--- config.mk ---
export PLATFORM = sky130hd
export DESIGN_NAME = rv_writeback
export DESIGN_NICKNAME = d
export VERILOG_FILES = /design/src/rtl/rv_writeback_pkg.sv /design/src/rtl/rv_load_align.sv /design/src/rtl/rv_writeback.sv
export SDC_FILE = /design/constraint.sdc
export NUM_CORES = 1
export LEC_CHECK = 0
export CAP_MARGIN = 40
export CORE_MARGIN = 2
export CORE_UTILIZATION = 37
export DETAILED_ROUTE_END_ITERATION = 7
export HOLD_SLACK_MARGIN = 0.02
export PLACE_DENSITY = 0.75
export SYNTH_ARGS = -nofsm -noshare
export SYNTH_HDL_FRONTEND = slang
export SYNTH_SLANG_ARGS = --single-unit
--- constraint.sdc ---
create_clock -name clk_i -period 7.8 [get_ports clk_i]
set_input_delay 0.78 -clock clk_i [delete_from_list [all_inputs] [get_ports clk_i]]
set_output_delay 0.78 -clock clk_i [all_outputs]
set_load 0.005 [all_outputs]
--- src/rtl/rv_writeback_pkg.sv ---
// Shared uRV definitions: load/store funct3 codes, writeback FSM states and
// the sign/zero extension helpers used by the load aligner.
package rv_defs;

   localparam logic [2:0] LDST_B  = 3'b000;
   localparam logic [2:0] LDST_H  = 3'b001;
   localparam logic [2:0] LDST_L  = 3'b010;
   localparam logic [2:0] LDST_BU = 3'b100;
   localparam logic [2:0] LDST_HU = 3'b101;

   typedef enum logic [1:0] {
      WB_IDLE       = 2'd0,
      WB_LOAD_WAIT  = 2'd1,
      WB_STORE_WAIT = 2'd2
   } wb_state_t;

   function automatic logic [31:0] ext_byte(input logic [7:0] b, input logic sgn);
      return {{24{sgn & b[7]}}, b};
   endfunction

   function automatic logic [31:0] ext_half(input logic [15:0] h, input logic sgn);
      return {{16{sgn & h[15]}}, h};
   endfunction

endpackage

--- src/rtl/rv_load_align.sv ---
// Combinational load aligner: picks the addressed byte/halfword out of the
// data-memory word and sign- or zero-extends it according to funct3.
module rv_load_align
   import rv_defs::*;
(
   input  logic [2:0]  fun_i,
   input  logic [1:0]  addr_i,
   input  logic [31:0] raw_i,
   output logic [31:0] value_o
);

   logic [7:0]  byte_lane [4];
   logic [15:0] half_lane [2];
   logic [7:0]  sel_byte;
   logic [15:0] sel_half;

   genvar gi;
   generate
      for (gi = 0; gi < 4; gi++) begin : g_byte
         assign byte_lane[gi] = raw_i[8*gi +: 8];
      end
      for (gi = 0; gi < 2; gi++) begin : g_half
         assign half_lane[gi] = raw_i[16*gi +: 16];
      end
   endgenerate

   always_comb begin
      sel_byte = byte_lane[addr_i];
      sel_half = half_lane[addr_i[1]];
      value_o  = 32'h0;
      case (fun_i)
         LDST_B:  value_o = ext_byte(sel_byte, 1'b1);
         LDST_BU: value_o = ext_byte(sel_byte, 1'b0);
         LDST_H:  value_o = ext_half(sel_half, 1'b1);
         LDST_HU: value_o = ext_half(sel_half, 1'b0);
         // Word loads ignore the low address bits: no misalignment trap.
         LDST_L:  value_o = raw_i;
         default: value_o = 32'h0;
      endcase
   end

endmodule

--- src/rtl/rv_writeback.sv ---
// uRV writeback stage: retires ALU results, completes loads, stalls on
// outstanding memory responses (with a watchdog) and keeps a bypass entry.
module rv_writeback
   import rv_defs::*;
#(
   parameter int g_timeout = 16
)(
   input  logic        clk_i,
   input  logic        rst_i,
   input  logic [2:0]  x_fun_i,
   input  logic        x_load_i,
   input  logic        x_store_i,
   input  logic [4:0]  x_rd_i,
   input  logic [31:0] x_rd_value_i,
   input  logic        x_rd_write_i,
   input  logic [31:0] x_dm_addr_i,
   input  logic [31:0] dm_data_l_i,
   input  logic        dm_load_done_i,
   input  logic        dm_store_done_i,
   output logic        w_stall_req_o,
   output logic        rf_rd_write_o,
   output logic [4:0]  rf_rd_o,
   output logic [31:0] rf_rd_value_o,
   output logic [4:0]  bypass_rd_o,
   output logic [31:0] bypass_value_o,
   output logic        bypass_valid_o,
   output logic        timeout_o
);

   localparam int CW = (g_timeout > 1) ? $clog2(g_timeout) : 1;

   wb_state_t   state_reg, state_next;
   logic [4:0]  rd_reg;
   logic [2:0]  fun_reg;
   logic [1:0]  addr_reg;
   logic [CW-1:0] cnt_reg, cnt_next;
   logic [4:0]  bypass_rd_reg;
   logic [31:0] bypass_value_reg;
   logic        bypass_valid_reg;

   logic        latch_req;
   logic        wr_next;
   logic [4:0]  rd_next;
   logic [31:0] value_next;
   logic        stall_next;
   logic        timeout_next;
   logic        wd_expire;
   logic        rf_write;

   logic [2:0]  align_fun;
   logic [1:0]  align_addr;
   logic [31:0] align_value;

   logic        unused_addr_bits;
   assign unused_addr_bits = ^x_dm_addr_i[31:2];

   // A same-cycle load response must use the live inputs, a delayed one the
   // values latched when the load left execute.
   assign align_fun  = (state_reg == WB_IDLE) ? x_fun_i          : fun_reg;
   assign align_addr = (state_reg == WB_IDLE) ? x_dm_addr_i[1:0] : addr_reg;

   rv_load_align u_align (
      .fun_i   (align_fun),
      .addr_i  (align_addr),
      .raw_i   (dm_data_l_i),
      .value_o (align_value)
   );

   assign wd_expire = (g_timeout > 0) && (cnt_reg == CW'(g_timeout - 1));

   always_comb begin
      state_next   = state_reg;
      cnt_next     = cnt_reg;
      latch_req    = 1'b0;
      wr_next      = 1'b0;
      rd_next      = 5'd0;
      value_next   = 32'h0;
      stall_next   = 1'b0;
      timeout_next = 1'b0;

      case (state_reg)
         WB_IDLE: begin
            if (x_load_i) begin
               latch_req = 1'b1;
               if (dm_load_done_i) begin
                  wr_next    = 1'b1;
                  rd_next    = x_rd_i;
                  value_next = align_value;
               end else begin
                  stall_next = 1'b1;
                  state_next = WB_LOAD_WAIT;
                  cnt_next   = '0;
               end
            end else if (x_store_i) begin
               if (!dm_store_done_i) begin
                  stall_next = 1'b1;
                  state_next = WB_STORE_WAIT;
                  cnt_next   = '0;
               end
            end else if (x_rd_write_i) begin
               wr_next    = 1'b1;
               rd_next    = x_rd_i;
               value_next = x_rd_value_i;
            end
         end

         WB_LOAD_WAIT: begin
            rd_next = rd_reg;
            if (dm_load_done_i) begin
               wr_next    = 1'b1;
               value_next = align_value;
               state_next = WB_IDLE;
            end else if (wd_expire) begin
               wr_next      = 1'b1;
               value_next   = 32'h0;
               timeout_next = 1'b1;
               state_next   = WB_IDLE;
            end else begin
               stall_next = 1'b1;
               if (g_timeout > 0)
                  cnt_next = cnt_reg + CW'(1);
            end
         end

         WB_STORE_WAIT: begin
            if (dm_store_done_i) begin
               state_next = WB_IDLE;
            end else if (wd_expire) begin
               timeout_next = 1'b1;
               state_next   = WB_IDLE;
            end else begin
               stall_next = 1'b1;
               if (g_timeout > 0)
                  cnt_next = cnt_reg + CW'(1);
            end
         end

         default: state_next = WB_IDLE;
      endcase
   end

   // x0 is never written; the combinational outputs are also held low while
   // reset is asserted so an asynchronous reset silences them immediately.
   assign rf_write       = wr_next && (rd_next != 5'd0);
   assign rf_rd_write_o  = rf_write && !rst_i;
   assign rf_rd_o        = rst_i ? 5'd0  : rd_next;
   assign rf_rd_value_o  = rst_i ? 32'h0 : value_next;
   assign w_stall_req_o  = stall_next && !rst_i;
   assign timeout_o      = timeout_next && !rst_i;

   always_ff @(posedge clk_i or posedge rst_i) begin
      if (rst_i) begin
         state_reg        <= WB_IDLE;
         cnt_reg          <= '0;
         rd_reg           <= 5'd0;
         fun_reg          <= 3'd0;
         addr_reg         <= 2'd0;
         bypass_rd_reg    <= 5'd0;
         bypass_value_reg <= 32'h0;
         bypass_valid_reg <= 1'b0;
      end else begin
         state_reg <= state_next;
         cnt_reg   <= cnt_next;
         if (latch_req) begin
            rd_reg   <= x_rd_i;
            fun_reg  <= x_fun_i;
            addr_reg <= x_dm_addr_i[1:0];
         end
         if (rf_write) begin
            bypass_rd_reg    <= rd_next;
            bypass_value_reg <= value_next;
            bypass_valid_reg <= 1'b1;
         end
      end
   end

   assign bypass_rd_o    = bypass_rd_reg;
   assign bypass_value_o = bypass_value_reg;
   assign bypass_valid_o = bypass_valid_reg;

endmodule

==> results of run 1 <==
-- cells in the mapped netlist, types with 9 or more instances --
| library cell | n |
|---|---|
| dfrtp_1 | 54 |
| o21ai_0 | 25 |
| o22ai_1 | 15 |
| inv_1 | 13 |
| a221oi_1 | 9 |
| nor2_1 | 44 |
| nand2_1 | 45 |
| clkbuf_1 | 14 |
| o21ai_1 | 9 |
| a21oi_1 | 30 |
| o21ai_2 | 10 |
| buf_2 | 11 |
| nand2b_1 | 9 |
| o2bb2ai_1 | 17 |
| mux2_2 | 16 |
| a22o_1 | 23 |
-- path summary, 6_finish.rpt --
check | to | slack (ns) | depth (start not counted)
max | rf_rd_value_o[30] | 2.93 | 8
min | bypass_valid_o | 0.48 | 1
max reg2reg | bypass_value_o[18] | 4.52 | 7
min reg2reg | bypass_valid_o | 0.48 | 1
max in group asynchronous | bypass_value_o[15] | 6.02 | 3
min in group asynchronous | fun_reg[1] | 1.31 | 3
-- power groups by stage --
stage / logic [mW] / clock network (mW) / registers (mW)
6_report: 1.16 / 0.203 / 0.499
5_1_grt: 1.27 / 0.218 / 0.512
4_1_cts: 1.16 / 0.206 / 0.498
3_5_place_dp: 1.16 / 0 / 0.504
3_3_place_gp: 1.13 / 0 / 0.497
2_1_floorplan: 0.719 / 0 / 0.495
-- logic make-up after synthesis --
family	Yosys count	share of synthesized area (%)
buf+inv	42	5.43
compound gates	167	33.6
flops	54	36.4
mux	22	7.15
fa+ha+maj	5	1.69
simple gates	125	15.7
-- per-layer routing --
| metal | vias up | part of all wire (%) | GRT usage [%] |
|---|---|---|---|
| li1 | 1847 | - | - |
| met1 | 1923 | 40 | 30.7 |
| met2 | 211 | 49 | 40.3 |
| met3 | 27 | 9.4 | 7.08 |
| met4 | 0 | 2.3 | 6.85 |
| met5 | - | 0 | 0 |
-- stage by stage --
step	utilization, %	std cells	power, mW	hold slack (ns)	cell area [um2]
floorplan	-	415	1.21	0.438	3710
finish	56.0	690	1.86	0.483	5470
detailed placement	54.8	682	1.66	0.456	5350
CTS	56.0	690	1.86	0.481	5470
global placement	54.8	682	1.63	0.452	5350
global route	56.0	690	2.00	0.510	5470
-- final cells by class --
type,instances,area [um2]
clock buffers,5,68.8
clock inverters,3,47.5
fillers,874,4300
inverters,13,48.8
multi-input cells,319,2170
flip-flops and latches,54,1350
well taps,133,166
repair buffers,163,1620
-- worst max-delay path, delay by kind of cell (launching register included) --
family                   cells  cell delay (ns)
AO/OA/AOI/OAI                3             0.79
multiplexers                 2             1.28
flip-flops                   1             0.43
adder cells (fa/ha/maj)      1             0.64
buffers and inverters        2             0.63
==> flow_summary.html, run 1 <==
<table>
<tr><th>Metric</th><th>Value</th></tr>
<tr><th colspan="2">STA</th></tr>
<tr><td>Ratio of final minimum period to clock period</td><td>62.4%</td></tr>
<tr><td>Worst Setup Slack, final</td><td>2.93 ns</td></tr>
<tr><td>Minimum period implied by the final worst setup slack</td><td>4.87 ns</td></tr>
<tr><td>Max Clock Skew</td><td>0.00798 ns</td></tr>
<tr><td>Final hold violations</td><td>0</td></tr>
<tr><td>Number of pins exceeding their max-slew limit in the final report</td><td>0</td></tr>
<tr><td>Unrepaired setup endpoints after global routing</td><td>no</td></tr>
<tr><td>Final total negative setup slack</td><td>0 ns</td></tr>
<tr><td>Slew HR</td><td>43.2%</td></tr>
<tr><td>Worst-Margin Slew</td><td>0.852 ns</td></tr>
<tr><td>Final setup viols</td><td>0</td></tr>
<tr><td>Fmax achieved</td><td>205 MHz</td></tr>
<tr><th colspan="2">Critical path</th></tr>
<tr><td>Startpoint class of the critical path</td><td>register</td></tr>
<tr><td>Reg-to-reg critical path startpoint</td><td>state_reg[0]</td></tr>
<tr><td>Crit-path max FO</td><td>18</td></tr>
<tr><td>Critical path required time</td><td>7.02 ns</td></tr>
<tr><td>Worst endpoint data arrival time</td><td>4.09 ns</td></tr>
<tr><td>Crit path largest cell delay</td><td>0.65 ns</td></tr>
<tr><td>Cell with the biggest individual delay on the critical path</td><td>mux4_2</td></tr>
<tr><td>Ordered cell list for the critical path</td><td>inv_1 -&gt; ha_1 -&gt; mux2i_4 -&gt; mux4_2 -&gt; a2bb2oi_4 -&gt; o21ai_0 -&gt; a22o_1 -&gt; clkdlybuf4s50_1</td></tr>
<tr><td>CP startpoint</td><td>state_reg[0]</td></tr>
<tr><td>Worst setup path category</td><td>register to primary output</td></tr>
<tr><td>Endpoint class of the critical path</td><td>primary output</td></tr>
<tr><th colspan="2">Power</th></tr>
<tr><td>Static power due to leakage</td><td>2.12 nW</td></tr>
<tr><td>Clock Power Share</td><td>10.9%</td></tr>
<tr><td>Comb pwr share</td><td>62.3%</td></tr>
<tr><td>PwrDens</td><td>340 nW/um2</td></tr>
<tr><td>Maximum vdd drop</td><td>0.167 mV</td></tr>
<tr><td>Fraction of power consumed by sequential logic</td><td>26.8%</td></tr>
<tr><td>Power spent charging and discharging nets</td><td>0.789 mW</td></tr>
<tr><td>Internal Power</td><td>1.07 mW</td></tr>
<tr><td>Switching part of the total</td><td>42.4%</td></tr>
<tr><th colspan="2">Routing</th></tr>
<tr><td>Final wirelength</td><td>13,400 um</td></tr>
<tr><td>Routed wire length per instance</td><td>19.3 um</td></tr>
<tr><td>Via count of the routed design</td><td>4,008</td></tr>
<tr><td>First-pass DRT Iterations</td><td>4</td></tr>
<tr><td>Average vias per placed instance</td><td>5.81</td></tr>
<tr><td>Remaining number of nets flagged by the antenna check after routing</td><td>0</td></tr>
<tr><td>DRC errors left</td><td>0</td></tr>
<tr><td>DRC violation total after the first TritonRoute iteration</td><td>210</td></tr>
<tr><th colspan="2">Floorplanning</th></tr>
<tr><td>Die outline area</td><td>10,800 um2</td></tr>
<tr><td>Starting utilization of the core area</td><td>38.0%</td></tr>
<tr><td>Core footprint</td><td>9770 um2</td></tr>
<tr><td>Number of top-level design ports</td><td>189</td></tr>
<tr><td>Number of placement rows</td><td>36</td></tr>
<tr><td>Die Height</td><td>104 um</td></tr>
<tr><td>Horiz. Die Dim</td><td>104 um</td></tr>
<tr><th colspan="2">Clock tree</th></tr>
<tr><td># resized after CTS</td><td>0</td></tr>
<tr><td>Number of buffers added for setup after CTS</td><td>0</td></tr>
<tr><td>Number of clock sinks seen by CTS</td><td>54</td></tr>
<tr><td>CTS clk-pin slew, worst paths</td><td>0.10 ns</td></tr>
<tr><td>Insertion delay of the later-clocked pin in the worst-skew pair</td><td>0.32 ns</td></tr>
<tr><td>Root buffer cell</td><td>clkbuf_8</td></tr>
<tr><td>CTS tree</td><td>built</td></tr>
<tr><td>H-tree levels</td><td>2</td></tr>
<tr><td>Hold buffers post-CTS</td><td>0</td></tr>
<tr><td>CTS max path bufs</td><td>2</td></tr>
<tr><td>Number of buffers added by the clock tree synthesis step</td><td>5</td></tr>
<tr><th colspan="2">Placed design</th></tr>
<tr><td>GP Congestion</td><td>0.883</td></tr>
<tr><td>Pre-CTS worst setup slack</td><td>3.15 ns</td></tr>
<tr><td>Number of port buffers</td><td>158</td></tr>
<tr><td>Total half-perimeter wirelength after legalization and detailed placement</td><td>9930 um</td></tr>
<tr><th colspan="2">Global routing</th></tr>
<tr><td>Antenna violations before repair</td><td>0</td></tr>
<tr><td>Wire length of the first global-routing pass</td><td>21,300 um</td></tr>
<tr><td>Via count of the first global-routing pass</td><td>3,946</td></tr>
<tr><td>Aggregate global routing overflow</td><td>0</td></tr>
<tr><td>Total GRT Usage</td><td>24.3%</td></tr>
<tr><td>Largest net degree at the start of global routing</td><td>57</td></tr>
<tr><th colspan="2">Finish</th></tr>
<tr><td>Most common cell after layout, fill and taps aside</td><td>clkdlybuf4s50_1</td></tr>
<tr><td>Nets</td><td>672</td></tr>
<tr><td>Flip-flop count of the largest register after layout</td><td>32</td></tr>
<tr><td>Ant diodes</td><td>0</td></tr>
<tr><td>Growth of design area from synthesis to finish</td><td>47.5%</td></tr>
<tr><td>Share of layout cells above drive strength 1</td><td>9.87%</td></tr>
<tr><td>Top library cells by usage in the layout, fill and taps aside</td><td>clkdlybuf4s50_1 (158), dfrtp_1 (54), nand2_1 (45)</td></tr>
<tr><th colspan="2">Logic synthesis</th></tr>
<tr><td>Post-Synthesis Cells</td><td>415</td></tr>
<tr><td>Flip-flop and latch count after synthesis</td><td>54</td></tr>
<tr><td>Dominant synthesized flop cell</td><td>dfrtp_1</td></tr>
<tr><td>Share of synthesized flip-flops with an asynchronous set or reset</td><td>100%</td></tr>
<tr><td>Synthesized netlist net count</td><td>531</td></tr>
<tr><td>Leading cell types by total area after synthesis</td><td>dfrtp_1 (36%), a22o_1 (5.4%), mux2_2 (4.9%)</td></tr>
<tr><td>Mapped cell area</td><td>3710 um2</td></tr>
<tr><td>Count of synthesis-stage warnings from yosys</td><td>0</td></tr>
<tr><td>Number of enable-type register cells in the synthesized netlist</td><td>0</td></tr>
<tr><td>Leading area contributor after synthesis</td><td>dfrtp_1</td></tr>
<tr><td>Library cells used by synthesis</td><td>56</td></tr>
<tr><td>Post-synthesis area per instance</td><td>8.94 um2</td></tr>
<tr><td>Share of synthesized area occupied by flip-flops and latches</td><td>36.4%</td></tr>
<tr><td>Area share of the largest cell type after synthesis</td><td>36.4%</td></tr>
<tr><th colspan="2">Worst hold path</th></tr>
<tr><td>Worst min-delay path startpoint</td><td>bypass_valid_o</td></tr>
<tr><td>Worst hold path type</td><td>register to register</td></tr>
<tr><th colspan="2">Run</th></tr>
<tr><td>Max-Cap Viols</td><td>0</td></tr>
<tr><th colspan="2">Status</th></tr>
<tr><td>Run status</td><td>finished, final reports clean</td></tr>
</table>
Note: power is estimated with default switching activity, not from simulation.
==> inputs of run 2 (changes only) <==
- PLACE_DENSITY: 0.75 -> 0.78
- clock period: 7.8 -> 4.1 ns (I/O delays scaled with it)
==> flow_summary.html, run 2 (same netlist as run 1, synthesis figures left out) <==
<table>
<tr><th>Metric</th><th>Value</th></tr>
<tr><th colspan="2">Status</th></tr>
<tr><td>Run status</td><td>finished, final reports clean</td></tr>
<tr><th colspan="2">Power</th></tr>
<tr><td>Fraction of power consumed by sequential logic</td><td>26.5%</td></tr>
<tr><td>Static power due to leakage</td><td>2.16 nW</td></tr>
<tr><td>Power spent charging and discharging nets</td><td>1.49 mW</td></tr>
<tr><td>Switching part of the total</td><td>41.9%</td></tr>
<tr><td>Clock Power Share</td><td>10.4%</td></tr>
<tr><td>Internal Power</td><td>2.07 mW</td></tr>
<tr><td>Maximum vdd drop</td><td>0.347 mV</td></tr>
<tr><td>PwrDens</td><td>646 nW/um2</td></tr>
<tr><td>Sum of internal, switching and leakage power</td><td>3.57 mW</td></tr>
<tr><td>Comb pwr share</td><td>63.2%</td></tr>
<tr><th colspan="2">Global routing</th></tr>
<tr><td>Via count of the first global-routing pass</td><td>4,106</td></tr>
<tr><td>Largest net degree at the start of global routing</td><td>57</td></tr>
<tr><td>Antenna violations before repair</td><td>0</td></tr>
<tr><td>Aggregate global routing overflow</td><td>0</td></tr>
<tr><td>Wire length of the first global-routing pass</td><td>21,400 um</td></tr>
<tr><td>Total GRT Usage</td><td>24.5%</td></tr>
<tr><th colspan="2">Critical path</th></tr>
<tr><td>Endpoint class of the critical path</td><td>primary output</td></tr>
<tr><td>CP startpoint</td><td>state_reg[0]</td></tr>
<tr><td>R2r endpoint</td><td>bypass_value_o[15]</td></tr>
<tr><td>Worst-case reg-to-reg path depth</td><td>6</td></tr>
<tr><td>Reg-to-reg critical path startpoint</td><td>rd_reg[1]</td></tr>
<tr><td>Worst setup path category</td><td>register to primary output</td></tr>
<tr><td>FF-to-FF setup slack</td><td>1.36 ns</td></tr>
<tr><td>Critical path required time</td><td>3.69 ns</td></tr>
<tr><td>Startpoint class of the critical path</td><td>register</td></tr>
<tr><td>Worst endpoint data arrival time</td><td>3.38 ns</td></tr>
<tr><td>Crit-path max FO</td><td>17</td></tr>
<tr><th colspan="2">STA</th></tr>
<tr><td>Number of pins exceeding their max-slew limit in the final report</td><td>0</td></tr>
<tr><td>Final hold violations</td><td>0</td></tr>
<tr><td>Slew HR</td><td>51.1%</td></tr>
<tr><td>Final total negative setup slack</td><td>0 ns</td></tr>
<tr><td>Final setup viols</td><td>0</td></tr>
<tr><td>Worst hold-check slack</td><td>0.474 ns</td></tr>
<tr><td>Worst Setup Slack, final</td><td>0.311 ns</td></tr>
<tr><td>Unrepaired setup endpoints after global routing</td><td>no</td></tr>
<tr><td>Worst-Margin Slew</td><td>0.734 ns</td></tr>
<tr><td>Ratio of final minimum period to clock period</td><td>92.4%</td></tr>
<tr><td>Fmax achieved</td><td>264 MHz</td></tr>
<tr><td>Max Clock Skew</td><td>0.00695 ns</td></tr>
<tr><td>Minimum period implied by the final worst setup slack</td><td>3.79 ns</td></tr>
<tr><th colspan="2">Worst hold path</th></tr>
<tr><td>Worst hold path type</td><td>register to register</td></tr>
<tr><td>Worst hold path stage count</td><td>1</td></tr>
<tr><td>Worst min-delay path startpoint</td><td>bypass_valid_o</td></tr>
<tr><td>Hold EP</td><td>bypass_valid_o</td></tr>
<tr><th colspan="2">Clock tree</th></tr>
<tr><td>Hold buffers post-CTS</td><td>0</td></tr>
<tr><td>Number of buffers added for setup after CTS</td><td>0</td></tr>
<tr><td>CTS tree</td><td>built</td></tr>
<tr><td>CTS clk-pin slew, worst paths</td><td>0.09 ns</td></tr>
<tr><td>Number of clock sinks seen by CTS</td><td>54</td></tr>
<tr><td>Number of buffers added by the clock tree synthesis step</td><td>5</td></tr>
<tr><td>CTS max path bufs</td><td>2</td></tr>
<tr><td>H-tree levels</td><td>2</td></tr>
<tr><td>Insertion delay of the later-clocked pin in the worst-skew pair</td><td>0.31 ns</td></tr>
<tr><td>Root buffer cell</td><td>clkbuf_8</td></tr>
<tr><td># resized after CTS</td><td>0</td></tr>
<tr><th colspan="2">Routing</th></tr>
<tr><td>DRC errors left</td><td>0</td></tr>
<tr><td>DRC violation total after the first TritonRoute iteration</td><td>314</td></tr>
<tr><td>First-pass DRT Iterations</td><td>7</td></tr>
<tr><td>Via count of the routed design</td><td>4,041</td></tr>
<tr><td>Average vias per placed instance</td><td>5.81</td></tr>
<tr><td>Remaining number of nets flagged by the antenna check after routing</td><td>0</td></tr>
<tr><td>Routed wire length per instance</td><td>19.4 um</td></tr>
<tr><td>Final wirelength</td><td>13,500 um</td></tr>
<tr><th colspan="2">Placed design</th></tr>
<tr><td>Total half-perimeter wirelength after legalization and detailed placement</td><td>10,000 um</td></tr>
<tr><td>Number of port buffers</td><td>158</td></tr>
<tr><td>Standard cell area after detailed placement</td><td>5410 um2</td></tr>
<tr><td>GP Congestion</td><td>0.917</td></tr>
<tr><td>Pre-CTS worst setup slack</td><td>0.674 ns</td></tr>
<tr><td>Post-Place Cells</td><td>689</td></tr>
<tr><th colspan="2">Finish</th></tr>
<tr><td>Top library cells by usage in the layout, fill and taps aside</td><td>clkdlybuf4s50_1 (158), dfrtp_1 (54), nand2_1 (45)</td></tr>
<tr><td>Nets</td><td>679</td></tr>
<tr><td>Growth of design area from synthesis to finish</td><td>48.8%</td></tr>
<tr><td>Filler Cells Inserted</td><td>871</td></tr>
<tr><td>Ant diodes</td><td>0</td></tr>
<tr><td>Flip-flop count of the largest register after layout</td><td>32</td></tr>
<tr><td>Util after Layout</td><td>56.5%</td></tr>
<tr><td>Final instance area</td><td>5520 um2</td></tr>
<tr><td>Most common cell after layout, fill and taps aside</td><td>clkdlybuf4s50_1</td></tr>
<tr><td>Final std cells w/o fill</td><td>696</td></tr>
<tr><td>Share of layout cells above drive strength 1</td><td>10.8%</td></tr>
<tr><th colspan="2">Floorplanning</th></tr>
<tr><td>Number of top-level design ports</td><td>189</td></tr>
<tr><td>Core footprint</td><td>9770 um2</td></tr>
<tr><td>Horiz. Die Dim</td><td>104 um</td></tr>
<tr><td>Die Height</td><td>104 um</td></tr>
<tr><td>Number of placement rows</td><td>36</td></tr>
<tr><td>Die outline area</td><td>10,800 um2</td></tr>
<tr><td>Starting utilization of the core area</td><td>38.0%</td></tr>
<tr><th colspan="2">Run</th></tr>
<tr><td>Max-Cap Viols</td><td>0</td></tr>
</table>
run 2: critical path, stage by stage (launching register included):
cell and delay [ns]:
dfrtp_1 0.42, inv_1 0.10, ha_1 0.26, buf_4 0.26, mux2i_1 0.29, mux4_2 0.32
a2bb2oi_4 0.46, o21ai_0 0.22, a22o_1 0.29, clkdlybuf4s50_1 0.45
run 2: worst max-delay path by stage:
stage,to,slack (ns),cells past startpoint
2_1_floorplan,rf_rd_value_o[0],1.22,5
6_report,rf_rd_value_o[30],0.31,9
3_3_place_gp,rf_rd_value_o[3],0.74,7
4_1_cts,rf_rd_value_o[30],0.31,9
5_1_grt,rf_rd_value_o[30],0.09,9
3_5_place_dp,rf_rd_value_o[30],0.67,9
run 2: layer usage:
metal / part of all wire, % / routed length, um / GRT usage (%) / vias up
li1: - / - / - / 1842
met1: 40 / 5420 / 30.1 / 1953
met2: 49 / 6610 / 42.2 / 223
met3: 9.5 / 1280 / 6.95 / 23
met4: 1.3 / 175 / 6.27 / 0
met5: 0 / 0 / 0 / -
run 2: cell type report:
class                   count  area, um2  share of cell area [%]
multi-input cells         319       2170                    39.3
flip-flops and latches     54       1350                    24.5
clock inverters             1       30.0                   0.544
repair buffers            170       1670                    30.3
clock buffers               6       82.6                    1.50
inverters                  13       48.8                   0.884
well taps                 133        166                    3.02
run 2: power by group through the flow:
stage / combinational [mW] / sequential, mW / clock (mW)
after global routing: 2.46 / 0.972 / 0.406
after floorplan: 1.37 / 0.941 / 0
after CTS: 2.25 / 0.941 / 0.385
final: 2.25 / 0.945 / 0.370
after global placement: 2.19 / 0.939 / 0
after detailed placement: 2.24 / 0.951 / 0
